## src/rtl/icache_miss_controller_pkg.sv

```systemverilog
// icache_miss_controller shared types and helpers.
// Optional build macro: ICACHE_CRITICAL_WORD_FIRST_EN.
package icache_miss_controller_pkg;

  typedef enum logic [1:0] {
    IDLE = 2'd0,
    REQ  = 2'd1,
    DONE = 2'd2
  } state_e;

  localparam int WORDS_PER_LINE_DEF = 4;

  function automatic int word_off_w(input int words);
    return (words > 1) ? $clog2(words) : 1;
  endfunction

  localparam int WORD_OFF_W = word_off_w(WORDS_PER_LINE_DEF);

  // Clears the word offset and byte offset bits of a line.
  function automatic logic [63:0] line_mask(input int words);
    return ~((64'd1 << (word_off_w(words) + 2)) - 64'd1);
  endfunction

endpackage

```

## src/rtl/icache_miss_controller_if.sv

```systemverilog
// Fetch, memory and fill signals of the I-cache miss controller.
// master = controller side, slave = PC/cache/memory side.
interface icache_miss_controller_if
  import icache_miss_controller_pkg::*;
#(
  parameter int ADDR_W         = 32,
  parameter int WORDS_PER_LINE = 4,
  parameter int CNT_W          = 32
);
  localparam int OW = word_off_w(WORDS_PER_LINE);

  logic              fetch_valid;
  logic [ADDR_W-1:0] fetch_addr;
  logic              cache_hit;
  logic              pc_hold;
  logic              mem_req;
  logic [ADDR_W-1:0] mem_addr;
  logic              mem_ready;
  logic [31:0]       mem_rdata;
  logic              fill_we;
  logic [OW-1:0]     fill_word;
  logic [31:0]       fill_data;
  logic              fill_done;
  logic [ADDR_W-1:0] line_addr;
  logic              busy;
  logic [CNT_W-1:0]  miss_count;

  modport master (
    input  fetch_valid, fetch_addr, cache_hit,
    input  mem_ready, mem_rdata,
    output pc_hold, mem_req, mem_addr,
    output fill_we, fill_word, fill_data,
    output fill_done, line_addr, busy,
    output miss_count
  );

  modport slave (
    output fetch_valid, fetch_addr, cache_hit,
    output mem_ready, mem_rdata,
    input  pc_hold, mem_req, mem_addr,
    input  fill_we, fill_word, fill_data,
    input  fill_done, line_addr, busy,
    input  miss_count
  );

endinterface

```

## src/rtl/icache_miss_controller_burst_counter.sv

```systemverilog
// Wrapping word-offset counter for a line burst,
// with a beat counter that flags the final beat.
module icache_burst_counter
  import icache_miss_controller_pkg::*;
#(
  parameter int WORDS = 4,
  localparam int OW = word_off_w(WORDS)
) (
  input  logic          clk,
  input  logic          rst,
  input  logic          load_i,
  input  logic [OW-1:0] start_i,
  input  logic          inc_i,
  output logic [OW-1:0] cnt_o,
  output logic          last_o
);

  localparam logic [OW-1:0] LAST = OW'(WORDS - 1);

  logic [OW-1:0] cnt_q, cnt_d;
  logic [OW-1:0] beat_q, beat_d;

  // Load start offset on a new miss, advance on each beat.
  always_comb begin
    cnt_d  = cnt_q;
    beat_d = beat_q;
    if (load_i) begin
      cnt_d  = start_i;
      beat_d = '0;
    end else if (inc_i) begin
      cnt_d  = cnt_q + OW'(1);
      beat_d = beat_q + OW'(1);
    end
  end

  // Counter registers.
  always_ff @(posedge clk) begin
    if (rst) begin
      cnt_q  <= '0;
      beat_q <= '0;
    end else begin
      cnt_q  <= cnt_d;
      beat_q <= beat_d;
    end
  end

  assign cnt_o  = cnt_q;
  assign last_o = (beat_q == LAST);

endmodule

```

## src/rtl/icache_miss_controller.sv

```systemverilog
// I-cache miss sequencer: holds the PC, bursts a line, marks it valid.
// Build macro ICACHE_CRITICAL_WORD_FIRST_EN starts at the missed word.
module icache_miss_controller
  import icache_miss_controller_pkg::*;
#(
  parameter int ADDR_W         = 32,
  parameter int WORDS_PER_LINE = 4,
  parameter int CNT_W          = 32
) (
  input logic clk,
  input logic rst,
  icache_miss_controller_if.master bus
);

  localparam int OW = word_off_w(WORDS_PER_LINE);
  localparam logic [ADDR_W-1:0] MASK =
    ADDR_W'(line_mask(WORDS_PER_LINE));

  state_e            state_q, state_d;
  logic [ADDR_W-1:0] line_q, line_d;
  logic [CNT_W-1:0]  miss_q, miss_d;

  logic          miss;
  logic          beat;
  logic          load;
  logic          last;
  logic [OW-1:0] cnt;
  logic [OW-1:0] start;

  assign miss = bus.fetch_valid & ~bus.cache_hit;
  assign beat = (state_q == REQ) & bus.mem_ready;

`ifdef ICACHE_CRITICAL_WORD_FIRST_EN
  assign start = bus.fetch_addr[OW+1:2];
`else
  assign start = '0;
`endif

  icache_burst_counter #(
    .WORDS (WORDS_PER_LINE)
  ) u_cnt (
    .clk     (clk),
    .rst     (rst),
    .load_i  (load),
    .start_i (start),
    .inc_i   (beat),
    .cnt_o   (cnt),
    .last_o  (last)
  );

  // Next state, line latch and miss counter update.
  always_comb begin
    state_d = state_q;
    line_d  = line_q;
    miss_d  = miss_q;
    load    = 1'b0;
    unique case (state_q)
      IDLE: begin
        if (miss) begin
          state_d = REQ;
          line_d  = bus.fetch_addr & MASK;
          load    = 1'b1;
        end
      end
      REQ: begin
        if (beat && last) state_d = DONE;
      end
      DONE: begin
        state_d = IDLE;
        if (miss_q != '1) miss_d = miss_q + CNT_W'(1);
      end
      default: state_d = IDLE;
    endcase
  end

  // State and datapath registers.
  always_ff @(posedge clk) begin
    if (rst) begin
      state_q <= IDLE;
      line_q  <= '0;
      miss_q  <= '0;
    end else begin
      state_q <= state_d;
      line_q  <= line_d;
      miss_q  <= miss_d;
    end
  end

  assign bus.pc_hold    = (state_q != IDLE) | miss;
  assign bus.mem_req    = (state_q == REQ);
  assign bus.mem_addr   = (state_q == REQ) ?
                          line_q + (ADDR_W'(cnt) << 2) : '0;
  assign bus.fill_we    = beat;
  assign bus.fill_word  = (state_q == REQ) ? cnt : '0;
  assign bus.fill_data  = bus.mem_rdata;
  assign bus.fill_done  = (state_q == DONE);
  assign bus.line_addr  = line_q;
  assign bus.busy       = (state_q != IDLE);
  assign bus.miss_count = miss_q;

endmodule
```

## src/flat_wrapper.sv

```systemverilog
// flat-port wrapper written by rule: the top's interface ports become plain ports
module icache_miss_controller_flat import icache_miss_controller_pkg::*;
#(
  parameter int ADDR_W         = 32,
  parameter int WORDS_PER_LINE = 4,
  parameter int CNT_W          = 32
)
  (clk, rst, bus_fetch_valid, bus_fetch_addr, bus_cache_hit, bus_mem_ready, bus_mem_rdata, bus_pc_hold, bus_mem_req, bus_mem_addr, bus_fill_we, bus_fill_word, bus_fill_data, bus_fill_done, bus_line_addr, bus_busy, bus_miss_count);
  icache_miss_controller_if #(.ADDR_W(ADDR_W), .WORDS_PER_LINE(WORDS_PER_LINE), .CNT_W(CNT_W)) bus_i ();
  input logic clk;
  input logic rst;
  input wire logic [$bits(bus_i.fetch_valid)-1:0] bus_fetch_valid;
  input wire logic [$bits(bus_i.fetch_addr)-1:0] bus_fetch_addr;
  input wire logic [$bits(bus_i.cache_hit)-1:0] bus_cache_hit;
  input wire logic [$bits(bus_i.mem_ready)-1:0] bus_mem_ready;
  input wire logic [$bits(bus_i.mem_rdata)-1:0] bus_mem_rdata;
  output wire logic [$bits(bus_i.pc_hold)-1:0] bus_pc_hold;
  output wire logic [$bits(bus_i.mem_req)-1:0] bus_mem_req;
  output wire logic [$bits(bus_i.mem_addr)-1:0] bus_mem_addr;
  output wire logic [$bits(bus_i.fill_we)-1:0] bus_fill_we;
  output wire logic [$bits(bus_i.fill_word)-1:0] bus_fill_word;
  output wire logic [$bits(bus_i.fill_data)-1:0] bus_fill_data;
  output wire logic [$bits(bus_i.fill_done)-1:0] bus_fill_done;
  output wire logic [$bits(bus_i.line_addr)-1:0] bus_line_addr;
  output wire logic [$bits(bus_i.busy)-1:0] bus_busy;
  output wire logic [$bits(bus_i.miss_count)-1:0] bus_miss_count;
  assign bus_i.fetch_valid = bus_fetch_valid;
  assign bus_i.fetch_addr = bus_fetch_addr;
  assign bus_i.cache_hit = bus_cache_hit;
  assign bus_i.mem_ready = bus_mem_ready;
  assign bus_i.mem_rdata = bus_mem_rdata;
  assign bus_pc_hold = bus_i.pc_hold;
  assign bus_mem_req = bus_i.mem_req;
  assign bus_mem_addr = bus_i.mem_addr;
  assign bus_fill_we = bus_i.fill_we;
  assign bus_fill_word = bus_i.fill_word;
  assign bus_fill_data = bus_i.fill_data;
  assign bus_fill_done = bus_i.fill_done;
  assign bus_line_addr = bus_i.line_addr;
  assign bus_busy = bus_i.busy;
  assign bus_miss_count = bus_i.miss_count;
  icache_miss_controller #(.ADDR_W(ADDR_W), .WORDS_PER_LINE(WORDS_PER_LINE), .CNT_W(CNT_W)) u_core (.clk(clk), .rst(rst), .bus(bus_i));
endmodule
```

## config.mk

```make
export PLATFORM = sky130hd
export DESIGN_NAME = icache_miss_controller_flat
export DESIGN_NICKNAME = d
export VERILOG_FILES = /design/src/rtl/icache_miss_controller_pkg.sv /design/src/rtl/icache_miss_controller_if.sv /design/src/rtl/icache_miss_controller_burst_counter.sv /design/src/rtl/icache_miss_controller.sv /design/src/flat_wrapper.sv
export SDC_FILE = /design/constraint.sdc
export NUM_CORES = 1
export LEC_CHECK = 0
export ABC_AREA = 0
export ABC_CLOCK_PERIOD_IN_PS = 2000
export CAP_MARGIN = 25
export CORE_ASPECT_RATIO = 1.1
export CORE_MARGIN = 2
export CORE_UTILIZATION = 34
export CTS_CLUSTER_DIAMETER = 60
export DETAILED_ROUTE_END_ITERATION = 10
export MAX_ROUTING_LAYER = met4
export PLACE_DENSITY = 0.82
export SYNTH_ARGS = -nofsm -noshare
export SYNTH_HDL_FRONTEND = slang
export SYNTH_HIERARCHICAL = 1
export SYNTH_SLANG_ARGS = --single-unit
```

## constraint.sdc

```tcl
create_clock -name clk -period 2 [get_ports clk]
set_clock_uncertainty 0.1 [all_clocks]
set_input_delay 0.4 -clock clk [delete_from_list [all_inputs] [get_ports clk]]
set_output_delay 0.4 -clock clk [all_outputs]
set_load 0.005 [all_outputs]
```

Word-level counts from Yosys, hierarchy flattened
Cells that the tools add are included.
{"block": "totals", "ff_bits": 66, "output_inout_bits": 135, "in_bits": 69, "elab_cells": 33}
{"block": "op_classes", "reduce_logical": 7, "bitwise": 4, "n_addsub": 4, "muxes": 7, "eq_ne": 6}
{"cell": "32-bit by 1-bit adder with 32-bit output, second input constant", "count": 1}
{"cell": "32-bit by 4-bit adder with 32-bit output", "count": 1}
{"cell": "32-bit two-way mux", "count": 1}
{"cell": "32-bit inequality test, second input constant", "count": 1}
{"cell": "2-bit two-way mux", "count": 3}
{"cell": "2-bit AND reduction", "count": 3}
{"cell": "2-bit by 1-bit adder with 2-bit output, second input constant", "count": 2}
{"cell": "2-bit == test, second input constant", "count": 2}
{"cell": "2-bit by 1-bit inequality test with 1-bit output, second input constant", "count": 2}
{"cell": "2-bit one-hot mux with 2 select lines", "count": 1}
{"cell": "1-bit AND", "count": 2}
{"cell": "2-bit by 1-bit == test with 1-bit output, second input constant", "count": 1}
{"cell": "2-bit zero test", "count": 1}
{"cell": "1-bit two-way mux", "count": 2}
{"cell": "2-bit nonzero test", "count": 1}
{"cell": "2-bit OR reduction", "count": 1}
{"cell": "1-bit logical AND", "count": 1}
{"cell": "1-bit NOT", "count": 1}
{"cell": "1-bit bitwise OR", "count": 1}

Logic depth before layout (Yosys ltp)
{"block": "logic_depth", "word_depth": 5, "ltp_mapped": 7, "depth_no_buf": 6}

Cells and area by module
The synthesis kept the hierarchy.
{"mod": "icache_miss_controller", "instances": 1, "seq_area_each_um2": 1241.2, "cells_each": 416, "area_per_inst_um2": 3281.9}
{"mod": "icache_burst_counter", "instances": 1, "seq_area_each_um2": 80.1, "cells_each": 17, "area_per_inst_um2": 183.9}

Worst setup path before layout
OpenSTA, ideal clock, no wires.
{"block": "synth_timing", "kind": "reg-to-reg", "startpoint": "reg u_core.miss_q[22], in the netlist u_core/bus.miss_count[22]", "endpoint": "reg u_core.miss_q[15], in the netlist u_core/bus.miss_count[15]", "n_path_buf": 1, "slack_ns": -0.149, "path_stages_with_launch": 7, "required_ns": 1.779, "period_less_slack_ns": 2.149, "setup_time_ns": 0.121, "t_arrival_ns": 1.929, "path_cell_list": "dfxtp_1 -> nand4_4 -> or3_4 -> buf_6 -> o31a_1 -> nand4_1 -> mux2_2"}
{"block": "synth_between", "elab_chain_len": 2}
{"item": "from (decl)", "line_no": "icache_miss_controller.sv:21", "text": "logic [CNT_W-1:0] miss_q, miss_d;"}
{"item": "from (signal assigned)", "line_no": "icache_miss_controller.sv:85", "text": "miss_q <= miss_d;"}
{"item": "32-bit inequality test", "line_no": "icache_miss_controller.sv:70", "text": "if (miss_q != '1) miss_d = miss_q + CNT_W'(1);"}
{"item": "2-bit AND reduction (no source line)"}
No other way between the ends.
A chain may end at the register's enable or synchronous reset.

Final worst setup path
{"block": "layout_timing", "startpoint": "reg u_core.miss_q[1], in the netlist u_core/bus.miss_count[1]", "endpoint": "reg u_core.miss_q[21], in the netlist u_core/bus.miss_count[21]"}
{"block": "layout_between", "elab_chain_len": 2, "elab_cells_between_ends": 3, "classes_between": "add/sub (1); eq/ne (1); reduce/logical (1)"}
{"item": "branches (longest 2 deep; another with 32-bit by 1-bit adder with 32-bit output)"}
Several ways; the timed one is not identified.

==> reports/qor.csv <==
stage,metric,value,unit
status,outcome,finished clean,
finish,share of layout cells above drive strength 1,24.5,%
floorplanning,die height,110,um
sta,Fin. Hold Viols,0,
synthesis,Yosys warning total,6,
synthesis,cell area after synthesis,3470,um2
floorplanning,top-level port count,204,
pwr,clock group share of total power,40.2,%
sta,RSZ-0062 raised after global routing,yes,
place,Placer Congestion,0.812,
finish,"most common cell after layout, fill and taps aside",clkdlybuf4s50_1,
sta,TNS Setup,0,ns
finish,P&R area growth vs syn,52.6,%
global_routing,largest net degree at the start of global routing,31,
sta,worst slew pin tran,0.514,ns
synthesis,"Async S/R FF share, synth",0,%
place,"Cell Area, Placed",5000,um2
sta,Setup-failing EPs final,0,
setup_path,Startpoint Class,flop,
place,I/O Buffers,129,
setup_path,crit path max fanout,4,
finish,"leading cell types in the layout, fill and taps excluded","clkdlybuf4s50_1 (92), nand2_1 (71), dfxtp_1 (56)",
synthesis,sequential area share after synthesis,38.1,%
synthesis,synth unique cells,47,
sta,Final Slew Violations,0,
flow_run,MaxCap Viol Count,0,
synthesis,"EDFF count, synth",0,
global_routing,grt ovf,0,
place,post-DP HPWL,7900,um
drt,DR WL/cell,15.4,um
pwr,NetSw,687,uW
cts,Num CTS Buffers,9,
global_routing,Total GRT Usage,18.9,%
finish,Finished Cell Area,5290,um2
sta,min cycle time layout,2.00,ns
setup_path,Crit path required time,2.14,ns
finish,final non-filler cell total,705,
floorplanning,Core ar.,9890,um2
pwr,Sequential Power Share,48.2,%
pwr,worst vdd ir,0.000286,V
global_routing,initial antenna violation count,1,
place,DP Cell Count,680,
cts,CTS max path bufs,2,
drt,DRT iter0 DRCs,135,
cts,Root Driver,clkbuf_8,
drt,vias,3588,
sta,Slew HR,65.7,%
synthesis,Post-synth top flop,dfxtp_1,
floorplanning,die extent in x,100,um
cts,H-tree Lvls,3,
cts,Skew-Pair Late Insertion Delay,0.34,ns
cts,CTS sink cnt,66,
finish,final net count,650,
drt,TritonRoute pass-1 iters,4,
cts,Worst-path clk slew,0.08,ns
floorplanning,# rows,38,
drt,antenna-violating nets left,0,
floorplanning,Initial Utilization,35.0,%
min_path,hold crit path type,reg -> reg,
pwr,P_int,2.14,mW
synthesis,gate count of the mapped netlist,433,
setup_path,Worst Setup End Kind,flop,
setup_path,Worst Path Arrival,2.14,ns
synthesis,Mapped Avg Cell Area,8.00,um2
drt,final wirelength,10900,um
sta,final period utilization,100,%
setup_path,Crit Path Category,reg -> reg,
cts,CTS tree,done,
pwr,pwr/cell area,535,nW/um2
pwr,switch share,24.3,%
global_routing,global-route wire length before repair,16000,um
synthesis,Synth Register Bits,66,
pwr,Comb pwr share,11.5,%
drt,vias per cell,5.09,
finish,FILL cells,878,
sta,Fmax achieved,0.500,GHz
drt,drt drc,0,
cts,hold buffer count at cts,0,
global_routing,vias in the first global route,3340,
floorplanning,Die Footprint,11000,um2
pwr,Leakage,2.04,nW
-- power groups by stage --
stage,sequential [mW],combinational (mW),clock [mW]
CTS,1.37,0.319,1.16
floorplan,1.39,0.168,0
global route,1.37,0.352,1.21
finish,1.37,0.327,1.14
detailed placement,1.40,0.304,0
global placement,1.39,0.296,0
-- metal layers --
layer	track usage, %	share of wire [%]	vias up
li1	-	-	1724
met1	19.0	38	1692
met2	34.9	53	157
met3	5.34	8.5	15
met4	6.85	1.3	0
met5	-	0	-
-- area by class of cell --
cell class	count	area, um2	share of cell area, %
clock buffers	12	145	2.74
inverters	9	33.8	0.639
diodes	1	2.50	0.0473
well taps	120	150	2.84
repair buffers	186	1690	32.0
clock inverters	4	51.3	0.970
flip-flops and latches	66	1340	25.4
multi-input cells	307	1870	35.4
-- cells in the mapped netlist, drive strengths merged (3+ instances only) --
library cell / number / share of area, %
inv: 9 / 0.97
nor3: 6 / 1.0
and2: 34 / 6.1
nand2: 71 / 7.7
or3: 16 / 3.0
buf: 45 / 9.5
nor2: 19 / 2.1
or4: 4 / 0.87
o31ai: 5 / 1.5
dfxtp: 66 / 38
xnor2: 5 / 1.3
and3: 5 / 0.90
nor4: 4 / 1.2
and4: 3 / 0.76
nor2b: 9 / 1.6
nand3: 17 / 2.5
o21ai: 14 / 2.0
nand4: 9 / 2.1
clkbuf: 13 / 1.4
mux2: 7 / 2.4
xor2: 3 / 0.76
a21oi: 48 / 6.9
-- final timing paths --
path / startpoint / endpoint / slack [ns] / cells past startpoint
setup / recovery: u_core/bus.miss_count[1]$_SDFFE_PP0P_ / u_core/bus.miss_count[21]$_SDFFE_PP0P_ / 0.0009 / 7
hold / removal: u_core/bus.line_addr[20]$_SDFFE_PP0P_ / u_core/bus.line_addr[20]$_SDFFE_PP0P_ / 0.37 / 2
setup reg to reg: u_core/bus.miss_count[1]$_SDFFE_PP0P_ / u_core/bus.miss_count[21]$_SDFFE_PP0P_ / 0.0009 / 7
hold reg to reg: u_core/bus.line_addr[20]$_SDFFE_PP0P_ / u_core/bus.line_addr[20]$_SDFFE_PP0P_ / 0.37 / 2
-- per-stage QoR --
step | utilization [%] | setup WS, ns | hold WS [ns] | power, mW
after global routing | 53.5 | -0.0545 | 0.388 | 2.94
after global placement | 50.5 | -0.125 | 0.352 | 1.69
after CTS | 53.3 | 0.00211 | 0.371 | 2.84
final | 53.5 | 0.000937 | 0.369 | 2.83
after detailed placement | 50.5 | -0.185 | 0.360 | 1.70
after floorplan | - | -0.0153 | 0.361 | 1.56
-- flip-flops by register name (all words and copies together), names as in the netlist --
name and count:
u_core/bus.line_addr 28, u_core/bus.miss_count 32, u_core/state_q 2, u_core/u_cnt/beat_q 2, u_core/u_cnt/cnt_o 2
-- repair_timing --
action,CTS,global route
endpoints found under the setup margin,39,36
pin swaps,2,4
buffers inserted,5,1
gates cloned,1,1
resized for setup,49,78
-- cells by family after synthesis --
logic type | Yosys count | share of synthesized area (%)
AO/OA/AOI/OAI | 76 | 13.0
XOR/XNOR | 8 | 2.02
adder cells (fa/ha/maj) | 2 | 0.722
buffers and inverters | 67 | 11.8
flip-flops | 66 | 38.1
multiplexers | 8 | 2.67
other | 1 | 0.108
AND/OR/NAND/NOR | 205 | 31.5
-- critical path, cell delays in order, from the launching register on --
cell and delay [ns]:
dfxtp_4 0.37, ha_4 0.15, nand3_4 0.08, or3_4 0.39, buf_6 0.14, o31ai_4 0.28, nor3_2 0.10, mux2_4 0.30
(Power assumes the default switching activity.)
